File: src/rtl/sync_fifo.sv
// Single-clock FIFO on a register-file array with occupancy count, programmable
// almost-full/almost-empty thresholds, registered read data and sticky error flags.
module sync_fifo #(
    parameter int DATA_SIZE = 8,
    parameter int ADDR_SIZE = 4,
    parameter int AF_LEVEL  = (1 << ADDR_SIZE) - 2,
    parameter int AE_LEVEL  = 2
) (
    input  logic                 clk,
    input  logic                 rst,
    input  logic                 wr_en,
    input  logic [DATA_SIZE-1:0] wr_data,
    input  logic                 rd_en,
    output logic [DATA_SIZE-1:0] rd_data,
    output logic                 rd_valid,
    output logic                 full,
    output logic                 empty,
    output logic                 almost_full,
    output logic                 almost_empty,
    output logic [ADDR_SIZE:0]   count,
    input  logic                 clr_err,
    output logic                 overflow,
    output logic                 underflow
);
    localparam int DEPTH = 1 << ADDR_SIZE;
    localparam int CW    = ADDR_SIZE + 1;
    localparam logic [ADDR_SIZE:0] DEPTH_C = CW'(DEPTH);
    localparam logic [ADDR_SIZE:0] AF_C    = CW'(AF_LEVEL);
    localparam logic [ADDR_SIZE:0] AE_C    = CW'(AE_LEVEL);

    logic [DATA_SIZE-1:0] mem [DEPTH];

    logic [ADDR_SIZE:0]   wr_ptr_reg, wr_ptr_next;
    logic [ADDR_SIZE:0]   rd_ptr_reg, rd_ptr_next;
    logic [ADDR_SIZE:0]   count_reg, count_next;
    logic [DATA_SIZE-1:0] rd_data_reg;
    logic                 rd_valid_reg;
    logic                 overflow_reg, overflow_next;
    logic                 underflow_reg, underflow_next;
    logic                 wr_acc, rd_acc;

    // Status flags are pure decodes of the registered count, so requests never
    // reach them combinationally.
    assign full         = (count_reg == DEPTH_C);
    assign empty        = (count_reg == '0);
    assign almost_full  = (count_reg >= AF_C);
    assign almost_empty = (count_reg <= AE_C);
    assign count        = count_reg;
    assign rd_data      = rd_data_reg;
    assign rd_valid     = rd_valid_reg;
    assign overflow     = overflow_reg;
    assign underflow    = underflow_reg;

    always_comb begin
        rd_acc         = rd_en & ~empty;
        // A read from a full FIFO frees a slot in the same edge.
        wr_acc         = wr_en & (~full | rd_en);
        wr_ptr_next    = wr_ptr_reg + (wr_acc ? CW'(1) : CW'(0));
        rd_ptr_next    = rd_ptr_reg + (rd_acc ? CW'(1) : CW'(0));
        count_next     = count_reg;
        case ({wr_acc, rd_acc})
            2'b10:   count_next = count_reg + CW'(1);
            2'b01:   count_next = count_reg - CW'(1);
            default: count_next = count_reg;
        endcase
        // Set takes priority over clear when both happen in one cycle.
        overflow_next  = overflow_reg;
        underflow_next = underflow_reg;
        if (clr_err) begin
            overflow_next  = 1'b0;
            underflow_next = 1'b0;
        end
        if (wr_en & ~wr_acc) overflow_next  = 1'b1;
        if (rd_en & ~rd_acc) underflow_next = 1'b1;
    end

    always_ff @(posedge clk) begin
        if (wr_acc) begin
            mem[wr_ptr_reg[ADDR_SIZE-1:0]] <= wr_data;
        end
    end

    always_ff @(posedge clk) begin
        if (rst) begin
            wr_ptr_reg    <= '0;
            rd_ptr_reg    <= '0;
            count_reg     <= '0;
            rd_data_reg   <= '0;
            rd_valid_reg  <= 1'b0;
            overflow_reg  <= 1'b0;
            underflow_reg <= 1'b0;
        end else begin
            wr_ptr_reg    <= wr_ptr_next;
            rd_ptr_reg    <= rd_ptr_next;
            count_reg     <= count_next;
            rd_valid_reg  <= rd_acc;
            overflow_reg  <= overflow_next;
            underflow_reg <= underflow_next;
            if (rd_acc) begin
                rd_data_reg <= mem[rd_ptr_reg[ADDR_SIZE-1:0]];
            end
        end
    end
endmodule

File: config.mk
export PLATFORM = sky130hd
export DESIGN_NAME = sync_fifo
export DESIGN_NICKNAME = d
export VERILOG_FILES = /design/src/rtl/sync_fifo.sv
export SDC_FILE = /design/constraint.sdc
export NUM_CORES = 1
export LEC_CHECK = 0
export ABC_CLOCK_PERIOD_IN_PS = 3100
export BUFFER_PORTS_ARGS = -buffer_cell sky130_fd_sc_hd__buf_2
export CAP_MARGIN = 25
export CORE_AREA = 10 10 155 157
export CTS_CLUSTER_SIZE = 28
export DETAILED_ROUTE_END_ITERATION = 8
export DIE_AREA = 0 0 165 167
export PLACE_DENSITY = 0.52
export SLEW_MARGIN = 25
export SYNTH_ARGS = -nofsm -noshare
export SYNTH_HDL_FRONTEND = slang
export SYNTH_SLANG_ARGS = --single-unit
export TNS_END_PERCENT = 50
File: constraint.sdc
create_clock -name clk -period 3.1 [get_ports clk]
set_clock_uncertainty 0.2 [all_clocks]
set_input_delay 0.155 -clock clk [delete_from_list [all_inputs] [get_ports clk]]
set_output_delay 0.155 -clock clk [all_outputs]
set_load 0.05 [all_outputs]
==> flow_metrics.env, run 1 <==
export IMPL_synthMuxAreaShare=0.106
export IMPL_root_buffer="clkbuf_16"
export IMPL_multi_input_area_sq_um=1690
export IMPL_worstPathRequired_ps=3230
export IMPL_rows=53
export IMPL_cts_made_buffers=17
export IMPL_slew_headroom=0.654
export IMPL_finalMaxSlewViolations=0
export IMPL_status="finished, final reports clean"
export IMPL_peakVddDrop_mv=0.352
export IMPL_antenna_found_initial=0
export IMPL_start_util=0.296
export IMPL_vias=3527
export IMPL_drv_cap=0
export IMPL_seq_area_frac_synth=0.703
export IMPL_antenna_cells=0
export IMPL_ys_top_cells_by_area="edfxtp_1 62%, mux2i_1 11%, dfxtp_1 7.8%, o22ai_1 3.4%, ha_1 1.6%"
export IMPL_port_buffers=32
export IMPL_grt_overflow_total=0
export IMPL_place_area_sq_um=6700
export IMPL_drt_vias_per_instance=4.70
export IMPL_gp_congestion=0.774
export IMPL_post_route_min_period_ps=2900
export IMPL_avgSynthCellArea_sq_um=15.3
export IMPL_grt_pass1_wl_um=20900
export IMPL_rsz0062_at_grt="false"
export IMPL_synthAdderAreaFrac=0.0163
export IMPL_wl_per_cell_um=17.9
export IMPL_cp_arrival_ps=3040
export IMPL_cts_sinks=152
export IMPL_synth_enable_flop_cells=128
export IMPL_min_path_type="reg -> reg"
export IMPL_setup_violations=0
export IMPL_critPathCaptureType="register"
export IMPL_syn_inst=401
export IMPL_syn_nets=422
export IMPL_synth_cell_area_sq_um=6150
export IMPL_synthArstFlopShare=0
export IMPL_dp_hpwl_um=9020
export IMPL_worst_slack_ps=198
export IMPL_synth_top_family_by_area="multiplexers"
export IMPL_clock_path_buffers=2
export IMPL_synthTopCellsByCount="128 x edfxtp_1, 65 x mux2i_1, 33 x o22ai_1"
export IMPL_final_area_sq_um=7460
export IMPL_post_synth_top_count_cell="edfxtp_1"
export IMPL_die_y_um=167
export IMPL_synth_ff_type="edfxtp_1"
export IMPL_grtUsageTotal=0.102
export IMPL_synth_compound_area_frac=0.0614
export IMPL_pwr_density_cell_nw_per_um2=767
export IMPL_cts_tree="yes"
export IMPL_final_nets=483
export IMPL_drtIter0Drc=235
export IMPL_dr_pass1_iters=4
export IMPL_tns_ps=0
export IMPL_path_clk_slew_ps=60
export IMPL_largest_reg_flops=128
export IMPL_synth_top_area_cell="edfxtp_1"
export IMPL_drive_above_1_share=0.200
export IMPL_worst_slew_pin_slew_ps=515
export IMPL_grt_max_degree=29
export IMPL_core_area_sq_um=20800
export IMPL_wl_um=13400
export IMPL_grt_pass1_vias=3464
export IMPL_ff_latch_area_sq_um=4330
export IMPL_syn_to_final_growth_pct=21.2
export IMPL_power_leakage_nw=2.44
export IMPL_io_pin_count=33
export IMPL_ctsHtreeMaxLevel=4
export IMPL_hold_violations=0
export IMPL_ys_types=42
export IMPL_synth_simple_area_share=0.0768
export IMPL_worstPathMaxFanout=11
export IMPL_drc_errors=0
export IMPL_die_width_um=165
export IMPL_cp_start_kind="register"
export IMPL_synthXorXnorAreaFrac=0.00996
export IMPL_antenna_left=0
export IMPL_synth_top_cell_area_share=0.625
export IMPL_yosys_register_bits=152
export IMPL_nFillCells=1999
export IMPL_clkLatencyLatePin_ps=420
export IMPL_worstSetupPathType="reg -> reg"
export IMPL_finalCritPeriodShare=0.936
export IMPL_dp_slack_ps=152
export IMPL_fmax_mhz=345
export IMPL_synth_warnings=0
export IMPL_dieArea_sq_um=27600
[layer usage]
layer,routed length (um),GRT usage,vias to the layer above
li1,-,-,1688
met1,5650,0.122,1769
met2,7120,0.171,63
met3,533,0.0251,7
met4,138,0.0404,0
met5,0,0,-
[cells by family after synthesis]
family	count (synthesis)
flops	152
simple gates	83
mux	65
compound gates	57
buf+inv	29
fa+ha+maj	8
xor+xnor	7
[cell type report]
| type | instances | area share |
|---|---|---|
| well taps | 275 | 0.0461 |
| clock inverters | 7 | 0.00621 |
| clock buffers | 25 | 0.0757 |
| inverters | 5 | 0.00252 |
| flip-flops and latches | 152 | 0.581 |
| repair buffers | 66 | 0.0621 |
| multi-input cells | 220 | 0.227 |
[worst paths after layout]
path / startpoint / endpoint / slack (ps) / depth (start not counted)
hold / removal: rd_data[2]$_SDFFE_PP0P_ / rd_data[2]$_SDFFE_PP0P_ / 300 / 2
hold reg to reg: rd_data[2]$_SDFFE_PP0P_ / rd_data[2]$_SDFFE_PP0P_ / 300 / 2
setup / recovery: count[2]$_SDFFE_PP0P_ / count[4]$_SDFFE_PP0P_ / 200 / 10
setup reg to reg: count[2]$_SDFFE_PP0P_ / count[4]$_SDFFE_PP0P_ / 200 / 10
[cell usage in the layout (no fill, tap or decap), types with 2 or more instances in the layout]
cell           count
mux2i_1           65
nor2_1            26
o21ai_1            3
or3b_1             3
ha_1               7
xnor2_1            3
clkinv_2           2
a211oi_1           8
edfxtp_1         128
dfxtp_1           22
nand2b_1           4
buf_2             32
and2_1             2
buf_4             19
clkbuf_16         21
nand3b_1           2
nand2_1            5
dlygate4sd3_1     14
nand3_1            6
clkbuf_8           2
xor2_1             4
nor2b_1            5
a21oi_1            4
or3_1              2
inv_4              3
nor3_1             5
nand3b_2           3
inv_1              4
nor4_1            11
o22ai_1           33
nor3b_1            4
[worst max-delay path, stage by stage (launching register included)]
cell	delay, ps
dfxtp_2	380
nor4_4	350
and2_4	200
a21o_2	220
ha_4	210
xor2_1	180
ha_1	200
a21oi_1	70
a221o_1	340
a2111o_1	390
o2111ai_1	80
[stage by stage]
| step | hold WS (ps) | util | power, W | instances |
|---|---|---|---|---|
| 2_1_floorplan | 53.9 | - | 0.00339 | 401 |
| 3_3_place_gp | 192 | 0.322 | 0.00368 | 704 |
| 3_5_place_dp | 228 | 0.322 | 0.00370 | 704 |
| 4_1_cts | 300 | 0.358 | 0.00578 | 750 |
| 5_1_grt | 316 | 0.358 | 0.00599 | 750 |
| 6_report | 299 | 0.358 | 0.00572 | 750 |
[where the power goes]
| group | switching (W) | internal, W | total [W] |
|---|---|---|---|
| Sequential | 0.000122 | 0.00235 | 0.00247 |
| Clock | 0.000767 | 0.00127 | 0.00204 |
| Combinational | 0.000847 | 0.000367 | 0.00121 |
[timing repair]
| item | in CTS | in global routing |
|---|---|---|
| hold buffers | 14 | 0 |
| endpoints found under the hold margin | 140 | 0 |
| gates resized for setup | 0 | 1 |
| setup endpoints to repair | 0 | 1 |
| buffers inserted | 0 | 0 |
Note: power is estimated with default switching activity, not from simulation.
==> run 2: changes to the inputs <==
--- a/config.mk
+++ b/config.mk
@@ -5,13 +5,13 @@
 export SDC_FILE = /design/constraint.sdc
 export NUM_CORES = 1
 export LEC_CHECK = 0
-export ABC_CLOCK_PERIOD_IN_PS = 3100
+export ABC_CLOCK_PERIOD_IN_PS = 3200
 export BUFFER_PORTS_ARGS = -buffer_cell sky130_fd_sc_hd__buf_2
 export CAP_MARGIN = 25
-export CORE_AREA = 10 10 155 157
+export CORE_AREA = 10 10 133 183
 export CTS_CLUSTER_SIZE = 28
 export DETAILED_ROUTE_END_ITERATION = 8
-export DIE_AREA = 0 0 165 167
+export DIE_AREA = 0 0 143 193
 export PLACE_DENSITY = 0.52
 export SLEW_MARGIN = 25
 export SYNTH_ARGS = -nofsm -noshare
==> constraint.sdc (replaced) <==
create_clock -name clk -period 3.2 [get_ports clk]
set_clock_uncertainty 0.2 [all_clocks]
set_input_delay 0.16 -clock clk [delete_from_list [all_inputs] [get_ports clk]]
set_output_delay 0.16 -clock clk [all_outputs]
set_load 0.05 [all_outputs]
==> run 2 against run 1 <==
Power shrank 1.0%. Critical path depth unchanged. Hold slack worse by 2.8 ps. First-iteration DRC count increased by 23%. Die area rose by 0.16%. Fmax decreased by 2.4%. Via count up 0.74%. Worst setup slack better by 28 ps. Flip-flop and latch count stayed put. Highest routed layer unchanged.
==> flow_metrics.env, run 2 (synthesized netlist as in run 1, its figures left out) <==
export IMPL_cp_arrival_ps=3100
export IMPL_drtIter0Drc=288
export IMPL_vias=3553
export IMPL_finalCritPeriodShare=0.929
export IMPL_start_util=0.292
export IMPL_die_width_um=143
export IMPL_cp_start_kind="register"
export IMPL_dp_hpwl_um=9400
export IMPL_finalMaxSlewViolations=0
export IMPL_dpl_cell_count=688
export IMPL_core_area_sq_um=21000
export IMPL_setup_violations=0
export IMPL_wl_per_cell_um=18.9
export IMPL_antenna_cells=0
export IMPL_worstSetupPathType="reg -> reg"
export IMPL_met3_length_um=639
export IMPL_whs_path_depth=2
export IMPL_critPathCaptureType="register"
export IMPL_grt_overflow_total=0
export IMPL_antenna_found_initial=0
export IMPL_syn_to_final_growth_pct=20.7
export IMPL_dr_pass1_iters=6
export IMPL_clock_path_buffers=2
export IMPL_post_route_min_period_ps=2970
export IMPL_io_pin_count=33
export IMPL_clkLatencyLatePin_ps=420
export IMPL_worst_slew_pin_slew_ps=492
export IMPL_r2r_end="count[4]$_SDFFE_PP0P_"
export IMPL_rows=63
export IMPL_max_stage_delay_ps=430
export IMPL_pwr_density_cell_nw_per_um2=762
export IMPL_rr_worst_depth=10
export IMPL_dieArea_sq_um=27600
export IMPL_crit_slowest_cell="dfxtp_1"
export IMPL_total_power_w=0.00566
export IMPL_cts_sinks=152
export IMPL_gp_congestion=0.803
export IMPL_slew_headroom=0.669
export IMPL_fmax_mhz=336
export IMPL_drt_vias_per_instance=4.85
export IMPL_antenna_left=0
export IMPL_worstPathRequired_ps=3330
export IMPL_ff2ff_setup_slack_ps=230
export IMPL_wl_met2_um=7120
export IMPL_drc_errors=0
export IMPL_largest_reg_flops=128
export IMPL_worstPathMaxFanout=11
export IMPL_cts_made_buffers=17
export IMPL_tns_ps=0
export IMPL_layout_commonest_cell="edfxtp_1"
export IMPL_root_buffer="clkbuf_16"
export IMPL_min_path_type="reg -> reg"
export IMPL_grt_pass1_vias=3535
export IMPL_final_cells=733
export IMPL_power_leakage_nw=2.41
export IMPL_drt_met1_wl_um=5800
export IMPL_holdPathEnd="rd_data[3]$_SDFFE_PP0P_"
export IMPL_routed_top_layer="met4"
export IMPL_final_nets=481
export IMPL_port_buffers=32
export IMPL_die_y_um=193
export IMPL_cts_setup_buffers=0
export IMPL_hp_start="rd_data[3]$_SDFFE_PP0P_"
export IMPL_path_clk_slew_ps=60
export IMPL_rsz0062_at_grt="false"
export IMPL_drv_cap=0
export IMPL_status="finished, final reports clean"
export IMPL_cts_tree="yes"
export IMPL_hold_violations=0
export IMPL_timing_rr_start="count[2]$_SDFFE_PP0P_"
export IMPL_ctsHtreeMaxLevel=4
export IMPL_path_cells="nor4_4, and2_1, a21o_2, ha_4, xor2_1, ha_1, a21oi_1, a221o_1, a2111o_1, o2111ai_1"
export IMPL_grt_max_degree=31
export IMPL_most_common_layout_cells="128 x edfxtp_1, 65 x mux2i_1, 33 x o22ai_1"
export IMPL_peakVddDrop_mv=0.315
export IMPL_grt_pass1_wl_um=21200
export IMPL_wl_um=13900
export IMPL_drive_above_1_share=0.186
export IMPL_grtUsageTotal=0.103
[run 2: worst max-delay path by stage]
| stage | start | endpoint | slack, ps | depth (start not counted) |
|---|---|---|---|---|
| 2_1_floorplan | count[2]$_SDFFE_PP0P_ | count[4]$_SDFFE_PP0P_ | -270 | 11 |
| 3_3_place_gp | count[2]$_SDFFE_PP0P_ | count[4]$_SDFFE_PP0P_ | 200 | 10 |
| 3_5_place_dp | count[2]$_SDFFE_PP0P_ | count[4]$_SDFFE_PP0P_ | 110 | 10 |
| 4_1_cts | count[2]$_SDFFE_PP0P_ | count[4]$_SDFFE_PP0P_ | 70 | 10 |
| 5_1_grt | count[2]$_SDFFE_PP0P_ | count[4]$_SDFFE_PP0P_ | 60 | 10 |
| 6_report | count[2]$_SDFFE_PP0P_ | count[4]$_SDFFE_PP0P_ | 230 | 10 |
[run 2: layout make-up]
cell class	instances	area [sq um]
sequential	152	4330
inverter	5	18.8
timing repair buffer	64	445
clock buffer	18	429
clock inverter	14	194
fill	1997	13600
multi-input combinational	220	1690
tap	260	325
[run 2: worst max-delay path, delay by kind of cell (launching register included)]
kind                       cells  cell delay (ps)
AOI/OAI and AO/OA              5             1120
xor gates and xnor gates       1              160
adders and majority gates      2              410
DFF                            1              430
and+or+nand+nor                2              570
[run 2: per-stage QoR]
| step | setup WS, ps | hold WS [ps] | utilization | area (sq um) |
|---|---|---|---|---|
| after global routing | 62.8 | 328 | 0.353 | 7430 |
| after floorplan | -275 | 58.9 | - | 6160 |
| after CTS | 71.3 | 300 | 0.352 | 7400 |
| after detailed placement | 108 | 223 | 0.316 | 6650 |
| final | 226 | 296 | 0.353 | 7430 |
| after global placement | 196 | 209 | 0.316 | 6650 |
[run 2: routing by layer]
| metal | vias up | global-route usage |
|---|---|---|
| met5 | - | 0 |
| met2 | 85 | 0.176 |
| li1 | 1680 | - |
| met1 | 1777 | 0.120 |
| met3 | 11 | 0.0250 |
| met4 | 0 | 0.0493 |
[run 2: power by group]
part | switching [W] | total, W | internal [W]
Combinational | 0.000817 | 0.00116 | 0.000346
Sequential | 0.000112 | 0.00238 | 0.00227
Clock | 0.000800 | 0.00211 | 0.00131
Total | 0.00173 | 0.00566 | 0.00393
[run 2: what timing repair did]
action,CTS,global route
endpoints found under the setup margin,0,1
hold buffers,13,0
resized for setup,0,3
hold endpoints to repair,137,0
==> run 3: changes to the inputs <==
--- a/config.mk
+++ b/config.mk
@@ -8,11 +8,11 @@
 export ABC_CLOCK_PERIOD_IN_PS = 3200
 export BUFFER_PORTS_ARGS = -buffer_cell sky130_fd_sc_hd__buf_2
 export CAP_MARGIN = 25
-export CORE_AREA = 10 10 133 183
+export CORE_AREA = 10 10 97 133
 export CTS_CLUSTER_SIZE = 28
 export DETAILED_ROUTE_END_ITERATION = 8
-export DIE_AREA = 0 0 143 193
-export PLACE_DENSITY = 0.52
+export DIE_AREA = 0 0 107 143
+export PLACE_DENSITY = 0.85
 export SLEW_MARGIN = 25
 export SYNTH_ARGS = -nofsm -noshare
 export SYNTH_HDL_FRONTEND = slang
==> run 3 against run 2 <==
Register-to-register slack better by 30 ps. Largest cell class unchanged. Combinational power is essentially flat. Final area down 2.4%. Critical path depth unchanged. Clock power down 2%. Die area down 45%. Fmax is 0.87% higher.
==> flow_metrics.env, run 3 (synthesized netlist as in run 1, its figures left out) <==
export IMPL_status="finished, final reports clean"
export IMPL_grtUsageTotal=0.176
export IMPL_power_frac_seq=0.423
export IMPL_ctsHtreeMaxLevel=4
export IMPL_drc_errors=0
export IMPL_layout_commonest_cell="edfxtp_1"
export IMPL_cts_tree="yes"
export IMPL_worstPathRequired_ps=3340
export IMPL_swShare=0.298
export IMPL_gp_congestion=0.882
export IMPL_core_area_sq_um=10300
export IMPL_port_buffers=32
export IMPL_cp_arrival_ps=3080
export IMPL_p_clk_frac=0.368
export IMPL_peakVddDrop_mv=0.735
export IMPL_wl_um=12700
export IMPL_die_width_um=107
export IMPL_ff2ff_setup_slack_ps=250
export IMPL_fin_util=0.700
export IMPL_final_nets=480
export IMPL_worst_slack_ps=251
export IMPL_drive_above_1_share=0.186
export IMPL_dr_pass1_iters=5
export IMPL_drv_cap=0
export IMPL_multi_input_area_sq_um=1670
export IMPL_io_pin_count=33
export IMPL_clock_path_buffers=2
export IMPL_critPathCaptureType="register"
export IMPL_hold_violations=0
export IMPL_syn_to_final_growth_pct=17.7
export IMPL_cp_start_kind="register"
export IMPL_intPower_w=0.00394
export IMPL_hp_start="rd_data[4]$_SDFFE_PP0P_"
export IMPL_rsz0062_at_grt="false"
export IMPL_dp_slack_ps=249
export IMPL_fmax_mhz=339
export IMPL_finalMaxSlewViolations=0
export IMPL_worst_slew_pin_slew_ps=773
export IMPL_wl_per_cell_um=20.8
export IMPL_power_leakage_nw=2.40
export IMPL_grt_pass1_vias=3640
export IMPL_whs_path_depth=2
export IMPL_vias=3634
export IMPL_drtIter0Drc=252
export IMPL_post_route_min_period_ps=2950
export IMPL_most_common_layout_cells="128 x edfxtp_1, 65 x mux2i_1, 33 x o22ai_1"
export IMPL_largest_reg_flops=128
export IMPL_finalCritPeriodShare=0.921
export IMPL_r2r_end="count[4]$_SDFFE_PP0P_"
export IMPL_worstPathMaxFanout=9
export IMPL_rr_worst_depth=10
export IMPL_cts_made_buffers=17
export IMPL_slew_headroom=0.482
export IMPL_setup_worst_path_start="count[3]$_SDFFE_PP0P_"
export IMPL_nFillCells=698
export IMPL_root_buffer="clkbuf_16"
export IMPL_clkLatencyLatePin_ps=420
export IMPL_p_sw_w=0.00167
export IMPL_path_clk_slew_ps=60
export IMPL_holdPathEnd="rd_data[4]$_SDFFE_PP0P_"
export IMPL_antenna_left=0
export IMPL_pwr_density_cell_nw_per_um2=774
export IMPL_drt_vias_per_instance=5.96
export IMPL_pwr_share_comb=0.209
export IMPL_dieArea_sq_um=15300
export IMPL_rows=44
export IMPL_start_util=0.595
export IMPL_dp_hpwl_um=8160
export IMPL_grt_pass1_wl_um=19900
export IMPL_grt_max_degree=30
export IMPL_ff_latch_area_sq_um=4330
export IMPL_min_path_type="reg -> reg"
export IMPL_setup_violations=0
export IMPL_antenna_cells=0
export IMPL_cts_setup_buffers=0
export IMPL_die_y_um=143
export IMPL_total_power_w=0.00561
export IMPL_worstSetupPathType="reg -> reg"
export IMPL_grt_overflow_total=0
export IMPL_antenna_found_initial=0
export IMPL_cts_sinks=152
export IMPL_timing_rr_start="count[3]$_SDFFE_PP0P_"
==> run 3: repair_timing <==
action | in CTS | in global routing
gates resized for setup | 0 | 1
setup endpoints to repair | 0 | 1
hold buffers | 14 | 0
hold endpoints to repair | 136 | 0
==> run 3: power groups by stage <==
stage / Combinational, W / Clock, W / Sequential, W
floorplan: 0.000602 / 0 / 0.00265
global placement: 0.00111 / 0 / 0.00240
detailed placement: 0.00113 / 0 / 0.00241
CTS: 0.00117 / 0.00208 / 0.00237
global route: 0.00126 / 0.00218 / 0.00239
finish: 0.00117 / 0.00206 / 0.00237
==> run 3: how the worst max path moves through the flow <==
stage | cells past startpoint | to | slack, ps
after floorplan | 11 | count[4]$_SDFFE_PP0P_ | -270
after global placement | 10 | count[4]$_SDFFE_PP0P_ | 340
after detailed placement | 10 | count[4]$_SDFFE_PP0P_ | 250
after CTS | 10 | count[4]$_SDFFE_PP0P_ | 210
after global routing | 10 | count[4]$_SDFFE_PP0P_ | 60
final | 10 | count[4]$_SDFFE_PP0P_ | 250
==> run 3: cell type report <==
type                       count  area share
clock buffer                  19      0.0611
clock inverter                13      0.0243
inverter                       5     0.00259
multi-input combinational    220       0.230
sequential                   152       0.597
tap                          138      0.0238
timing repair buffer          63      0.0608
==> run 3: critical path, cell delays in order (launching register included) <==
cell and delay [ps]:
dfxtp_1 370, nor4_2 340, and2_1 230, a21o_2 220
ha_2 280, xor2_1 160, ha_1 180, a21oi_1 70
a221o_1 340, a2111o_1 400, o2111ai_1 80
==> run 3: metal layers <==
| metal | vias to the layer above | routed length [um] | global-route usage |
|---|---|---|---|
| li1 | 1683 | - | - |
| met1 | 1768 | 4760 | 0.197 |
| met2 | 149 | 6550 | 0.295 |
| met3 | 34 | 933 | 0.0577 |
| met4 | 0 | 477 | 0.0851 |
| met5 | - | 0 | 0 |
==> run 3: per-stage QoR <==
stage | setup TNS [ps] | instance area (sq um) | std cells | hold slack (ps)
final | 0 | 7250 | 610 | 296
after global routing | 0 | 7250 | 610 | 335
after floorplan | -380 | 6160 | 401 | 58.9
after detailed placement | 0 | 6480 | 564 | 212
after CTS | 0 | 7240 | 610 | 302
after global placement | 0 | 6480 | 564 | 203
